<file path="config.mk">
export PLATFORM = sky130hd
export DESIGN_NAME = cam_stream_gen
export DESIGN_NICKNAME = d
export VERILOG_FILES = /design/src/rtl/cam_stream_gen_pkg.sv /design/src/rtl/cam_pattern_pixel.sv /design/src/rtl/cam_stream_gen.sv
export SDC_FILE = /design/constraint.sdc
export NUM_CORES = 1
export LEC_CHECK = 0
export CELL_PAD_IN_SITES_DETAIL_PLACEMENT = 0
export CELL_PAD_IN_SITES_GLOBAL_PLACEMENT = 1
export CORE_UTILIZATION = 39
export CTS_CLUSTER_DIAMETER = 100
export DETAILED_ROUTE_END_ITERATION = 12
export GPL_TIMING_DRIVEN = 1
export PLACE_DENSITY_LB_ADDON = 0.1
export SLEW_MARGIN = 20
export SYNTH_ARGS = -nofsm -noshare
export SYNTH_HDL_FRONTEND = slang
export SYNTH_SLANG_ARGS = --single-unit
</file>
<file path="constraint.sdc">
create_clock -name CLK -period 4.5 [get_ports CLK]
set_clock_uncertainty 0.15 [all_clocks]
set_input_delay 0.9 -clock CLK [delete_from_list [all_inputs] [get_ports CLK]]
set_output_delay 0.9 -clock CLK [all_outputs]
set_load 0.005 [all_outputs]
</file>
<file path="src/rtl/cam_stream_gen_pkg.sv">
// Shared types and constants for the camera stream generator.
// Pattern encodings, frame sequencer states and pixel width.
package cam_stream_gen_pkg;

    localparam int PIX_W = 10;

    typedef enum logic [1:0] {
        PAT_COL_RAMP = 2'd0,
        PAT_ROW_RAMP = 2'd1,
        PAT_CHECKER  = 2'd2,
        PAT_DIAG     = 2'd3
    } pattern_e;

    typedef enum logic [2:0] {
        ST_IDLE,
        ST_LEAD,
        ST_LINE,
        ST_HBL,
        ST_TRAIL,
        ST_VBL
    } state_e;

    function automatic int max_int(input int a, input int b);
        return (a > b) ? a : b;
    endfunction

endpackage

</file>
<file path="src/rtl/cam_pattern_pixel.sv">
// Combinational test-pattern pixel generator.
// Row/col arrive zero-extended to the pixel width.
module cam_pattern_pixel
    import cam_stream_gen_pkg::*;
(
    input  pattern_e         pattern,
    input  logic [PIX_W-1:0] row,
    input  logic [PIX_W-1:0] col,
    input  logic [PIX_W-1:0] frame_cnt,
    output logic [PIX_W-1:0] pixel
);

    always_comb begin
        pixel = '0;
        unique case (pattern)
            PAT_COL_RAMP: pixel = col;
            PAT_ROW_RAMP: pixel = row;
            PAT_CHECKER:  pixel = (col[3] ^ row[3]) ? '1 : '0;
            PAT_DIAG:     pixel = col + row + frame_cnt;
            default:      pixel = '0;
        endcase
    end

endmodule

</file>
<file path="src/rtl/cam_stream_gen.sv">
// MT9V034-style parallel video source: FRAME_VALID / LINE_VALID / DATA
// with programmable blanking and a per-frame latched test pattern.
module cam_stream_gen
    import cam_stream_gen_pkg::*;
#(
    parameter int H        = 752,
    parameter int V        = 480,
    parameter int HBLANK   = 94,
    parameter int FV_LEAD  = 4,
    parameter int FV_TRAIL = 4,
    parameter int VBLANK   = 1000
) (
    input  logic             CLK,
    input  logic             RST,
    input  logic             ENABLE,
    input  logic [1:0]       PATTERN,
    output logic             FRAME_VALID,
    output logic             LINE_VALID,
    output logic [PIX_W-1:0] DATA,
    output logic [15:0]      FRAME_COUNT,
    output logic             BUSY,
    output logic             FRAME_DONE
);

    localparam int CW   = (H > 1) ? $clog2(H) : 1;
    localparam int RW   = (V > 1) ? $clog2(V) : 1;
    localparam int BMAX = max_int(max_int(HBLANK, VBLANK), max_int(FV_LEAD, FV_TRAIL));
    localparam int BW   = (BMAX > 1) ? $clog2(BMAX) : 1;

    localparam logic [CW-1:0] COL_LAST   = CW'(H - 1);
    localparam logic [RW-1:0] ROW_LAST   = RW'(V - 1);
    localparam logic [BW-1:0] LEAD_LAST  = BW'(FV_LEAD - 1);
    localparam logic [BW-1:0] HBL_LAST   = BW'(HBLANK - 1);
    localparam logic [BW-1:0] TRAIL_LAST = BW'(FV_TRAIL - 1);
    localparam logic [BW-1:0] VBL_LAST   = BW'(VBLANK - 1);

    state_e          state, nxt_state;
    logic [BW-1:0]   cnt, nxt_cnt;
    logic [CW-1:0]   col, nxt_col;
    logic [RW-1:0]   row, nxt_row;
    pattern_e        pat, nxt_pat;
    logic            frame_end;
    logic [PIX_W-1:0] pix;

    always_comb begin
        nxt_state = state;
        nxt_cnt   = cnt;
        nxt_col   = col;
        nxt_row   = row;
        nxt_pat   = pat;
        frame_end = 1'b0;
        unique case (state)
            ST_IDLE: begin
                if (ENABLE) begin
                    nxt_state = ST_LEAD;
                    nxt_cnt   = '0;
                    nxt_pat   = pattern_e'(PATTERN);
                end
            end
            ST_LEAD: begin
                if (cnt == LEAD_LAST) begin
                    nxt_state = ST_LINE;
                    nxt_row   = '0;
                    nxt_col   = '0;
                end else begin
                    nxt_cnt = cnt + BW'(1);
                end
            end
            ST_LINE: begin
                if (col == COL_LAST) begin
                    nxt_cnt   = '0;
                    nxt_state = (row == ROW_LAST) ? ST_TRAIL : ST_HBL;
                end else begin
                    nxt_col = col + CW'(1);
                end
            end
            ST_HBL: begin
                if (cnt == HBL_LAST) begin
                    nxt_state = ST_LINE;
                    nxt_row   = row + RW'(1);
                    nxt_col   = '0;
                end else begin
                    nxt_cnt = cnt + BW'(1);
                end
            end
            ST_TRAIL: begin
                if (cnt == TRAIL_LAST) begin
                    nxt_state = ST_VBL;
                    nxt_cnt   = '0;
                    frame_end = 1'b1;
                end else begin
                    nxt_cnt = cnt + BW'(1);
                end
            end
            ST_VBL: begin
                if (cnt == VBL_LAST) begin
                    nxt_cnt = '0;
                    if (ENABLE) begin
                        nxt_state = ST_LEAD;
                        nxt_pat   = pattern_e'(PATTERN);
                    end else begin
                        nxt_state = ST_IDLE;
                    end
                end else begin
                    nxt_cnt = cnt + BW'(1);
                end
            end
            default: nxt_state = ST_IDLE;
        endcase
    end

    // Pixel is computed from the next-cycle position so DATA registers alongside LINE_VALID.
    cam_pattern_pixel u_pixel (
        .pattern   (nxt_pat),
        .row       (PIX_W'(nxt_row)),
        .col       (PIX_W'(nxt_col)),
        .frame_cnt (FRAME_COUNT[PIX_W-1:0]),
        .pixel     (pix)
    );

    always_ff @(posedge CLK) begin
        if (RST) begin
            state       <= ST_IDLE;
            cnt         <= '0;
            col         <= '0;
            row         <= '0;
            pat         <= PAT_COL_RAMP;
            FRAME_VALID <= 1'b0;
            LINE_VALID  <= 1'b0;
            DATA        <= '0;
            FRAME_COUNT <= '0;
            BUSY        <= 1'b0;
            FRAME_DONE  <= 1'b0;
        end else begin
            state       <= nxt_state;
            cnt         <= nxt_cnt;
            col         <= nxt_col;
            row         <= nxt_row;
            pat         <= nxt_pat;
            FRAME_VALID <= (nxt_state inside {ST_LEAD, ST_LINE, ST_HBL, ST_TRAIL});
            LINE_VALID  <= (nxt_state == ST_LINE);
            DATA        <= (nxt_state == ST_LINE) ? pix : '0;
            BUSY        <= (nxt_state != ST_IDLE);
            FRAME_DONE  <= frame_end;
            if (frame_end) begin
                FRAME_COUNT <= FRAME_COUNT + 16'd1;
            end
        end
    end

endmodule

</file>
# == After elaboration in Yosys (flattened, before gate mapping) ==
# Index checks and enable logic that the tools add are counted.
# Widths: inputs -> output; s select.
# classes
mux,30
add_sub_neg,6
reduce_logical,7
bitwise,2
eq_ne,21
# op_table
operator,count
$mux 10,10
$pmux 10 s6,1
$pmux 10 s4,1
$pmux 10 s3,1
$mux 3,7
$add 10x1->10 const B,2
$eq 10x10->1 const B,2
$mux 9,2
$pmux 3 s6,1
$pmux 9 s2,1
$add 16x1->16 const B,1
$eq 3x2->1 const B,4
$add 10x10->10,1
$add 10x9->10,1
$eq 10x2->1 const B,1
$eq 10x7->1 const B,1
$add 9x1->9 const B,1
$eq 3x3->1 const B,3
$eq 9x9->1 const B,1
$ne 2x2->1 const B,4
$eq 3x1->1 const B,2
$reduce_bool 6->1,1
$reduce_and 5->1,1
$eq 2x2->1 const B,2
11 further kinds,14
# totals
elab_cells,77
output_inout_bits,30
ff_bits,64
input_bits,5

# == Depth between registers and ports, before layout ==
# Gate-level depths: netlist (run 1).
# logic_depth
word_depth,7
mapped_depth,19
mapped_depth_nobuf,19

# == By module ==
# A second synthesis (run 1) with hierarchy kept.
# unflattened
cells_unflattened,478
hier_area_um2,4226.6
# modules_own_cells
module,area_each_um2,n_inst,cells_per_inst,seq_area_each_um2
cam_stream_gen,3428.3,1,414,1281.2
cam_pattern_pixel,798.3,1,64,0.0

# == Least setup slack after synthesis (run 1) ==
# OpenSTA, ideal clock, no wires.
# synth_timing
path_kind,flip-flop to flip-flop
from,register cnt[0]
to,register DATA[9]
required_time_ns,4.276
arrival_time_ns,4.221
setup_slack_ns,0.055
path_buffers,0
setup_time_ns,0.074
period_less_slack_ns,4.445
stages_incl_launch_ff,19
path_cell_list,dfxtp_1 > ha_1 > nor3b_1 > and4_1 > o21a_1 > nor2_1 > o21bai_1 > a32oi_1 > inv_1 > fa_1 > ha_1 > fa_1 > a21oi_1 > o211ai_1 > o41ai_1 > xnor2_1 > or3_1 > a22o_1 > a31oi_1
# synth_between
elab_chain_cells,6
word_cells_on_any_way,28
cone_classes,add/sub (2); eq/ne (7); mux (15); bitwise (2); reduce/logical (2)
# synth_rtl
item,line_no,source
from (decl),cam_stream_gen.sv:38,"logic [BW-1:0] cnt, nxt_cnt;"
from (signal assigned),cam_stream_gen.sv:136,cnt <= nxt_cnt;
$eq 10x7->1 or $eq 10x2->1 (tied branches),"cam_stream_gen.sv:78, cam_stream_gen.sv:61",
"$mux 10, on equally long branches","cam_stream_gen.sv:78, cam_stream_gen.sv:61",
$pmux 10 s3 (*),cam_stream_gen.sv:52,unique case (state)
net nxt_col[1],cam_stream_gen.sv:39,"logic [CW-1:0] col, nxt_col;"
$add 10x9->10 (*),cam_pattern_pixel.sv:19,PAT_DIAG: pixel = col + row + frame_cnt;
$add 10x10->10 (*),cam_pattern_pixel.sv:19,
$pmux 10 s4 (*),cam_pattern_pixel.sv:15,unique case (pattern)
to (signal assigned),cam_stream_gen.sv:142,DATA <= (nxt_state == ST_LINE) ? pix : '0;
to (decl),cam_stream_gen.sv:19,"output logic [PIX_W-1:0] DATA,"
# Mark *: on every way through the listed nets, which the timed path passes. The rest lies on a longest branch.
# A chain may end at the register's enable or synchronous reset.

# == Worst setup path after layout (run 1) ==
# layout_timing
from,register cnt[8]
to,register DATA[9]
# Same word-level chain as after synthesis.

==> results of run 1 <==
[timing repair]
action,CTS,global route
gates resized for setup,2,16
gates cloned,0,0
buffers inserted,0,3
pin swaps,0,12
endpoints found under the setup margin,1,2
[area by class of cell]
| cell class | instances | area (um^2) | share of cell area |
|---|---|---|---|
| multi-input combinational | 359 | 2500 | 0.501 |
| sequential | 64 | 1280 | 0.256 |
| timing repair buffer | 81 | 697 | 0.139 |
| tap | 129 | 161 | 0.0323 |
| clock buffer | 10 | 138 | 0.0275 |
| inverter | 34 | 128 | 0.0255 |
| clock inverter | 6 | 91.3 | 0.0183 |
[metal layers]
| layer | vias to the layer above | wire (um) | global-route usage |
|---|---|---|---|
| met1 | 1688 | 4950 | 0.291 |
| met5 | - | 0 | 0 |
| met4 | 0 | 228 | 0.0769 |
| li1 | 1824 | - | - |
| met3 | 17 | 645 | 0.0559 |
| met2 | 75 | 4630 | 0.333 |
[how the worst max path moves through the flow]
stage	from	endpoint	cells past startpoint
6_report	cnt[8]	DATA[9]	17
3_3_place_gp	cnt[0]	DATA[9]	18
2_1_floorplan	cnt[0]	DATA[9]	18
3_5_place_dp	cnt[1]	DATA[9]	18
4_1_cts	cnt[5]	DATA[9]	17
5_1_grt	cnt[8]	DATA[9]	17
[kinds of logic after synthesis]
| logic type | count (synthesis) | share of synthesized area |
|---|---|---|
| flip-flops | 64 | 0.332 |
| AND/OR/NAND/NOR | 202 | 0.263 |
| XOR/XNOR | 34 | 0.0771 |
| multiplexers | 9 | 0.0259 |
| AO/OA/AOI/OAI | 91 | 0.163 |
| buffers and inverters | 46 | 0.0450 |
| adder cells (fa/ha/maj) | 23 | 0.0940 |
[registers in the layout, indices dropped and copies added (netlist names)]
name / flops
pat: 2
col: 10
DATA: 10
LINE_VALID: 1
FRAME_DONE: 1
FRAME_COUNT: 16
BUSY: 1
state: 3
FRAME_VALID: 1
row: 9
cnt: 10
[power breakdown]
part           switching [W]   total, W  leakage [nW]  internal, W
combinational      0.0000606  0.0000978          1.35    0.0000371
sequential        0.00000563   0.000578         0.517     0.000573
clock               0.000245   0.000574         0.105     0.000329
[cell usage in the layout (no fill, tap or decap), drive strengths merged, types with 12 or more instances in the layout]
| cell type | Yosys | layout |
|---|---|---|
| a21oi | 18 | 18 |
| and3 | 12 | 12 |
| buf | 2 | 47 |
| clkdlybuf4s50 | 0 | 34 |
| dfxtp | 64 | 64 |
| ha | 13 | 13 |
| inv | 34 | 35 |
| nand2 | 31 | 31 |
| nand3 | 17 | 17 |
| nand4 | 14 | 14 |
| nor2 | 72 | 72 |
| nor3 | 19 | 19 |
| o211ai | 12 | 12 |
| o21ai | 17 | 17 |
| xnor2 | 23 | 23 |
[worst max-delay path: stages, from the launching register on]
cell and delay [ns]:
dfxtp_1 0.32, or4_4 0.57, nor2_4 0.11, o21a_1 0.14, nor2_1 0.05, o21bai_1 0.18, a32oi_2 0.22, inv_1 0.08
fa_1 0.44, ha_2 0.21, fa_2 0.35, a21oi_2 0.16, o211ai_1 0.14, o41ai_2 0.34, xnor2_1 0.14, or3_1 0.32
a22o_1 0.20, a31oi_1 0.15
[metrics by stage]
step                      setup TNS (ns)  setup slack, ns
final                                  0            0.168
after global routing             -0.0782          -0.0732
after CTS                              0           0.0484
after detailed placement         -0.0357          -0.0357
after global placement                 0           0.0317
after floorplan                        0           0.0546
==> metrics.md, run 1 <==
| Metric | Value |
|---|---|
| Synth warn | `0` |
| Number of top-level pins | `35` |
| Leak | `1.97 nW` |
| Yosys cell types | `60` |
| DRT iter0 DRCs | `186` |
| Clock transition at the registers of the reported paths | `0.07 ns` |
| CTS tree | `built` |
| Hold-fix buffers, CTS | `0` |
| Instance count of the mapped netlist | `469` |
| Pwr per Cell Area | `250 nW/um^2` |
| WP data arrival | `4.45 ns` |
| Crit-path max FO | `2` |
| Fin crit share | `0.963` |
| Total GRT Usage | `0.216` |
| Hold Path Class | `reg2reg` |
| Ys async rst share | `0` |
| Clk_lat worst skew | `0.35 ns` |
| Die Y | `102 um` |
| Hold EP | `FRAME_COUNT[7]` |
| Final Util | `0.531` |
| Synth top area cells | `dfxtp_1, nor2_1, xnor2_1` |
| Max clock buf depth | `2` |
| Kind of critical path | `reg2reg` |
| Syn-to-layout area delta | `29.5%` |
| Post-layout instance area | `about 5000 um^2` |
| Ant. Diodes | `0` |
| Most area-hungry cell type in the Yosys netlist | `dfxtp_1` |
| Most common cell in the synthesized netlist | `nor2_1` |
| FILL cells | `slightly above 900` |
| Initial antenna violation count | `0` |
| Layout Nets | `~580` |
| IO Port Bufs | `34` |
| Placed inst area | `approximately 4600 um^2` |
| H-Tree Depth | `3` |
| Initial Utilization | `0.410` |
| Total gr overflow | `0` |
| R2R Setup Slk | `roughly 0.17 ns` |
| Vias per inst | `5.28` |
| Final Hold Viols | `0` |
| Mapped Area | `about 3900 um^2` |
| Post-synth net total | `497` |
| Number of global-route vias before repair | `3403` |
| Worst setup SP type | `register` |
| Commonest cells post-synth | `nor2_1, dfxtp_1, inv_1, nand2_1, xnor2_1` |
| GPL Wtd Cong | `approximately 0.8` |
| Largest net degree at the start of global routing | `46` |
| Reg2reg start | `cnt[8]` |
| Post-synth EDFFs | `0` |
| Max Cap Viol | `0` |
| TritonRoute pass-1 iters | `5` |
| # clock sinks | `64` |
| Hold path depth | `2` |
| Layout cell share with drive strength beyond 1 | `0.164` |
| DPL Wire Length | `roughly 8000 um` |
| Final min period | `4.33 ns` |
| Final std cells w/o fill | `683` |
| Maximum VDD drop | `between 0.2 and 0.25 mV` |
| Die Wd | `roughly 100 um` |
| Status | `finished, final reports clean` |
| Via count | `between 3000 and 4000` |
| R2r endpoint | `DATA[9]` |
| First-pass GRT wire length | `~17000 um` |
| Ys flop type | `dfxtp_1` |
| Synth top area share | `0.332` |
| Core Region | `~9400 um^2` |
| Max-slew violations | `0` |
| Worst setup EP type | `register` |
| Drc violations | `0` |
| Num CTS Buffers | `9` |
| Hold Slack | `0.370 ns` |
| #FFs+latches synth | `between 60 and 70` |
| Final setup fails | `0` |
| RSZ-0062 raised after global routing | `true` |
| Register area share after synthesis | `0.332` |
| Row count | `35` |
| Worst-margin pin slew | `~0.65 ns` |
| Rel. slew slack | `0.564` |
| Reg2Reg Depth | `17` |
| HP Start | `FRAME_COUNT[7]` |
| Drt wl/cell | `around 15 um` |
| Data required time of the worst path | `between 4 and 5 ns` |
| Routed Antenna Nets | `0` |
| Drt total wl | `roughly 10000 um` |
| Placed insts | `roughly 660` |
| Design Power | `about 0.0013 W` |
| Max Freq | `about 230 MHz` |
| Syn Area/Cell | `~8 um^2` |
| CTS root buf | `clkbuf_8` |
| Die area | `between 10000 and 15000 um^2` |
Note: power is estimated with default switching activity, not from simulation.
==> inputs of run 2 (changes only) <==
- CAP_MARGIN: not set -> 20
- CORE_ASPECT_RATIO: not set -> 1.1
- GPL_ROUTABILITY_DRIVEN: not set -> 0
==> run 2 against run 1 <==
Die area about the same; non-clock buffer count increased by 5; flip-flop and latch count is the same; sequential power hardly changed; total power is 4.3% lower; final cell count shrank 1.0%; global-route usage is 0.48 points higher; critical path depth fell by 2; final area about the same; critical path type unchanged; critical endpoint unchanged; largest cell class unchanged.
==> metrics.md, run 2 (same netlist as run 1, synthesis figures left out) <==
| Metric | Value |
|---|---|
| Status | `finished, final reports clean` |
| Placed inst area | `4650 um^2 (unchanged)` |
| Worst-margin pin slew | `0.661 ns (+0.0116 ns)` |
| Reg2reg start | `cnt[5]` |
| Worst setup SP type | `register` |
| TritonRoute pass-1 iters | `5 (unchanged)` |
| Worst setup EP type | `register` |
| FILL cells | `907 (+0.11%)` |
| Final Util | `0.526 (-0.00459)` |
| Total gr overflow | `0 (unchanged)` |
| Data required time of the worst path | `4.63 ns (about the same)` |
| H-Tree Depth | `3 (unchanged)` |
| Reg with most FFs | `FRAME_COUNT` |
| Final min period | `4.43 ns (+0.0945 ns)` |
| Max reg flops | `16 (unchanged)` |
| Max clock buf depth | `2 (unchanged)` |
| Post-layout instance area | `4990 um^2 (about the same)` |
| Drt total wl | `10600 um (+1.7%)` |
| Final Hold Viols | `0 (unchanged)` |
| Largest net degree at the start of global routing | `46 (unchanged)` |
| Pwr per Cell Area | `239 nW/um^2 (-4.3%)` |
| Hold Path Class | `reg2reg` |
| DPL Wire Length | `8080 um (+1.4%)` |
| Row count | `37 (+5.7%)` |
| Number of global-route vias before repair | `3636 (+6.8%)` |
| Total GRT Usage | `0.221 (+0.00484)` |
| IO Port Bufs | `34 (unchanged)` |
| Commonest non-fill, non-tap cells in the layout | `nor2_1, dfxtp_1, buf_4, clkdlybuf4s50_1, inv_1` |
| Layout cell share with drive strength beyond 1 | `0.175 (+0.0111)` |
| Die area | `10300 um^2 (about the same)` |
| Initial Utilization | `0.407 (-0.00324)` |
| Worst Setup SP | `cnt[5]` |
| Layout Nets | `582 (+0.87%)` |
| Die Y | `106 um (+4.8%)` |
| Routed Antenna Nets | `0 (unchanged)` |
| CTS root buf | `clkbuf_8` |
| Setup TNS | `0 ns (unchanged)` |
| WP data arrival | `4.55 ns (+0.10 ns)` |
| Core Region | `9490 um^2 (+0.80%)` |
| DRT iter0 DRCs | `141 (-24%)` |
| # clock sinks | `64 (unchanged)` |
| RSZ-0062 raised after global routing | `true` |
| Syn-to-layout area delta | `29.4% (about the same)` |
| Final setup fails | `0 (unchanged)` |
| Design Power | `0.00120 W (-4.3%)` |
| Num CTS Buffers | `9 (unchanged)` |
| Hold-fix buffers, CTS | `0 (unchanged)` |
| Kind of critical path | `reg2reg` |
| First-pass GRT wire length | `18000 um (+6.2%)` |
| Drt wl/cell | `15.7 um (+2.7%)` |
| Clock transition at the registers of the reported paths | `0.07 ns (about the same)` |
| Clk_lat worst skew | `0.35 ns (about the same)` |
| Rel. slew slack | `0.557 (-0.00632)` |
| Fin crit share | `0.984 (+0.0210)` |
| Max Cap Viol | `0 (unchanged)` |
| Number of top-level pins | `35 (unchanged)` |
| Max-slew violations | `0 (unchanged)` |
| Initial antenna violation count | `0 (unchanged)` |
| Leak | `1.99 nW (+1.1%)` |
| Via count | `3688 (+2.3%)` |
| Reg2Reg Depth | `15 (-2)` |
| R2R Setup Slk | `0.07 ns (-0.09 ns)` |
| Crit-path max FO | `3 (+1)` |
| CTS tree | `built` |
| Die Wd | `96.9 um (-4.6%)` |
| Critical Path End | `DATA[9]` |
| Ant. Diodes | `0 (unchanged)` |
| Drc violations | `0 (unchanged)` |
| R2r endpoint | `DATA[9]` |
| Max Freq | `226 MHz (-2.1%)` |
| Maximum VDD drop | `0.136 mV (-36%)` |
| Most common cell after layout, fill and taps aside | `nor2_1` |
| Vias per inst | `5.46 (+3.4%)` |
## run 2: cell types whose count changed in the layout (fill, tap and decap cells not counted), moves of 2 or more
cell        before  now
buf_4           46   51
clkbuf_1         0    2
clkinv_2         0    2
clkinvlp_4       3    0
dfxtp_1         64   62
dfxtp_2          0    2
## run 2: worst min-delay path by stage
stage	start	endpoint	slack [ns]	cells past startpoint
6_report	FRAME_COUNT[11]	FRAME_COUNT[11]	0.36	2
5_1_grt	FRAME_COUNT[7]	FRAME_COUNT[7]	0.40	2
4_1_cts	FRAME_COUNT[11]	FRAME_COUNT[11]	0.36	2
3_5_place_dp	FRAME_COUNT[11]	FRAME_COUNT[11]	0.35	2
3_3_place_gp	FRAME_COUNT[11]	FRAME_COUNT[11]	0.33	2
2_1_floorplan	FRAME_COUNT[7]	FRAME_COUNT[7]	0.34	2
## run 2: power breakdown
| part | leakage [nW] | switching, W | internal [W] |
|---|---|---|---|
| logic | 1.37 | 0.0000597 | 0.0000372 |
| clock network | 0.103 | 0.000235 | 0.000285 |
| registers | 0.518 | 0.00000575 | 0.000573 |
## run 2: critical path, stage by stage, from the launching register on
cell      delay, ns
dfxtp_1        0.32
or4_4          0.56
buf_6          0.14
nor4_4         0.31
buf_4          0.17
a22o_1         0.20
fa_1           0.44
ha_2           0.21
fa_2           0.36
a21oi_2        0.17
o211ai_1       0.15
o41ai_2        0.37
xnor2_1        0.15
or3_1          0.31
a22o_1         0.20
a31oi_1        0.15
## run 2: final cells by class
cell class | instances | area, um^2 | area share
multi-input cells | 359 | 2500 | 0.501
flip-flops and latches | 64 | 1280 | 0.257
repair buffers | 86 | 734 | 0.147
clock buffers | 13 | 159 | 0.0318
well taps | 117 | 146 | 0.0293
inverters | 34 | 128 | 0.0256
clock inverters | 3 | 40.0 | 0.00802
## run 2: timing repair
action	in CTS	in global routing
endpoints found under the setup margin	1	2
pin swaps	0	8
resized for setup	1	20
buffers inserted	0	6
## run 2: metal layers
metal  global-route usage  vias up  share of wire
li1                     -     1833              -
met1                0.285     1758           0.47
met2                0.369       85           0.48
met3               0.0414       12          0.038
met4               0.0778        0          0.015
met5                    0        -              0
## run 2: metrics by stage
step	worst slack [ns]	hold slack (ns)	cells
after global placement	0.0680	0.335	654
after CTS	0.0434	0.362	670
after floorplan	0.0546	0.337	469
final	0.0730	0.356	676
after detailed placement	-0.00593	0.351	654
after global routing	-0.107	0.400	676
==> inputs of run 3 (changes only) <==
- CORE_UTILIZATION: 39 -> 41
- CTS_BUF_LIST: not set -> sky130_fd_sc_hd__clkbuf_2 sky130_fd_sc_hd__clkbuf_4 sky130_fd_sc_hd__clkbuf_8
- CTS_CLUSTER_SIZE: not set -> 16
==> run 3 against run 2 <==
First-iteration DRC count down 6.4%; die area is 4.8% lower; critical endpoint unchanged; register-to-register slack improved by 0.11 ns; global-route usage is 0.92 points higher; wire length decreased by 0.98%; count of clock-buffer cells in the layout shrank 2; non-clock buffer count decreased by 8; critical path depth is 2 higher; total power rose by 9.5%; setup slack improved by 0.11 ns; utilization up 1.9 points; sequential power about the same.
==> metrics.md, run 3 (same netlist as run 1, synthesis figures left out) <==
| Metric | Value |
|---|---|
| Status | `finished, final reports clean` |
| Max reg flops | `16 (unchanged)` |
| Clock transition at the registers of the reported paths | `0.08 ns (about the same)` |
| RSZ-0062 raised after global routing | `true` |
| Maximum VDD drop | `0.142 mV (+4.5%)` |
| Commonest non-fill, non-tap cells in the layout | `nor2_1, dfxtp_1, buf_4, inv_1, clkdlybuf4s50_1` |
| Kind of critical path | `reg2reg` |
| Num CTS Buffers | `9 (unchanged)` |
| Largest net degree at the start of global routing | `46 (unchanged)` |
| Total GRT Usage | `0.230 (+0.00916)` |
| Total gr overflow | `0 (unchanged)` |
| Worst setup EP type | `register` |
| Max clock buf depth | `2 (unchanged)` |
| Final Hold Viols | `0 (unchanged)` |
| H-Tree Depth | `3 (unchanged)` |
| DRT iter0 DRCs | `132 (-6.4%)` |
| Ant. Diodes | `0 (unchanged)` |
| Rel. slew slack | `0.543 (-0.0143)` |
| Leak | `1.99 nW (-0.16%)` |
| Initial antenna violation count | `0 (unchanged)` |
| Design Power | `0.00131 W (+9.5%)` |
| # clock sinks | `64 (unchanged)` |
| Die Y | `104 um (-2.4%)` |
| DPL Wire Length | `8060 um (-0.23%)` |
| First-pass GRT wire length | `17300 um (-4.3%)` |
| Most common cell after layout, fill and taps aside | `nor2_1` |
| Via count | `3628 (-1.6%)` |
| Final setup slack of the worst path | `0.185 ns (+0.112 ns)` |
| Die Wd | `94.5 um (-2.4%)` |
| Layout Nets | `574 (-1.4%)` |
| HP Start | `FRAME_COUNT[11]` |
| Max Cap Viol | `0 (unchanged)` |
| Number of global-route vias before repair | `3486 (-4.1%)` |
| Drt total wl | `10500 um (-0.98%)` |
| Data required time of the worst path | `4.64 ns (about the same)` |
| Number of top-level pins | `35 (unchanged)` |
| Layout cell share with drive strength beyond 1 | `0.147 (-0.0283)` |
| Vias per inst | `5.46 (about the same)` |
| Syn-to-layout area delta | `27.3%` |
| Drt wl/cell | `15.8 um (+0.66%)` |
| CTS root buf | `clkbuf_8` |
| WP data arrival | `4.45 ns (-0.10 ns)` |
| Final min period | `4.32 ns (-0.112 ns)` |
| Clk_lat worst skew | `0.36 ns (about the same)` |
| Worst setup SP type | `register` |
| Pwr per Cell Area | `266 nW/um^2 (+11%)` |
| Max-slew violations | `0 (unchanged)` |
| Core Region | `9010 um^2 (-5.1%)` |
| Reg2reg start | `cnt[5]` |
| TritonRoute pass-1 iters | `5 (unchanged)` |
| Max Freq | `232 MHz (+2.6%)` |
| Crit-path max FO | `2 (-1)` |
| Pre-CTS setup slack | `0.0165 ns (+0.0224 ns)` |
| Die area | `9810 um^2 (-4.8%)` |
| Reg with most FFs | `FRAME_COUNT` |
| IO Port Bufs | `34 (unchanged)` |
| Worst-margin pin slew | `0.682 ns (+0.0213 ns)` |
| Initial Utilization | `0.429 (+0.0218)` |
| Hold Path Class | `reg2reg` |
| Row count | `36 (-2.7%)` |
| FILL cells | `870 (-4.1%)` |
| Final setup fails | `0 (unchanged)` |
| Fin crit share | `0.959 (-0.0248)` |
| Drc violations | `0 (unchanged)` |
| CTS tree | `built` |
| Routed Antenna Nets | `0 (unchanged)` |
| Worst Setup SP | `cnt[5]` |
==> run 3: changes by cell type in the layout (fill, tap and decap cells not counted), sizes merged <==
cell and change:
bufinv +2, clkbuf -2, buf -8
==> run 3: report_power, final <==
group | total, W | internal [W] | switching [W]
clock | 0.000630 | 0.000389 | 0.000241
sequential | 0.000578 | 0.000573 | 0.00000519
combinational | 0.000101 | 0.0000405 | 0.0000605
total | 0.00131 | 0.00100 | 0.000307
==> run 3: worst max-delay path, stage by stage, from the launching register on <==
cell and delay (ns):
dfxtp_1 0.32, or4_4 0.55, nor2_2 0.12, o21a_1 0.14, nor2_1 0.05, o21bai_1 0.17, a32oi_1 0.23, inv_1 0.09
fa_1 0.44, ha_1 0.25, fa_1 0.41, a21oi_2 0.18, o211ai_1 0.13, o41ai_2 0.26, xnor2_1 0.12, or3_1 0.30
a22o_1 0.20, a31oi_1 0.14
==> run 3: cell type report <==
type | instances | area (um^2) | share of cell area
flip-flops and latches | 64 | 1280 | 0.261
clock inverters | 5 | 104 | 0.0211
inverters | 34 | 128 | 0.0260
multi-input cells | 359 | 2440 | 0.497
clock buffers | 11 | 145 | 0.0295
repair buffers | 78 | 671 | 0.136
well taps | 114 | 143 | 0.0290
==> run 3: path summary, 6_finish.rpt <==
path / slack, ns / to / cells after the start
setup / recovery: 0.18 / DATA[9] / 17
hold / removal: 0.36 / FRAME_COUNT[11] / 2
setup reg to reg: 0.18 / DATA[9] / 17
hold reg to reg: 0.36 / FRAME_COUNT[11] / 2
==> run 3: metrics by stage <==
step / TNS, ns / util / hold WS, ns / std cells / area (um^2)
CTS: 0 / 0.541 / 0.362 / 664 / 4880
floorplan: 0 / - / 0.337 / 469 / 3860
global placement: 0 / 0.513 / 0.343 / 648 / 4620
detailed placement: 0 / 0.513 / 0.346 / 648 / 4620
finish: 0 / 0.546 / 0.359 / 665 / 4910
global route: -0.0832 / 0.546 / 0.398 / 665 / 4910
==> run 3: repair_timing <==
action,CTS,global route
resized for setup,1,8
setup buffers,0,1
setup endpoints to repair,1,2
pin swaps,0,3
hold buffers,0,0
gates cloned,0,0
==> run 3: metal layers <==
layer  up-vias  routed length, um  GRT usage
met3        19                466     0.0330
met4         0                288      0.104
met2        78               4810      0.354
met5         -                  0          0
li1       1810                  -          -
met1      1721               4970      0.315
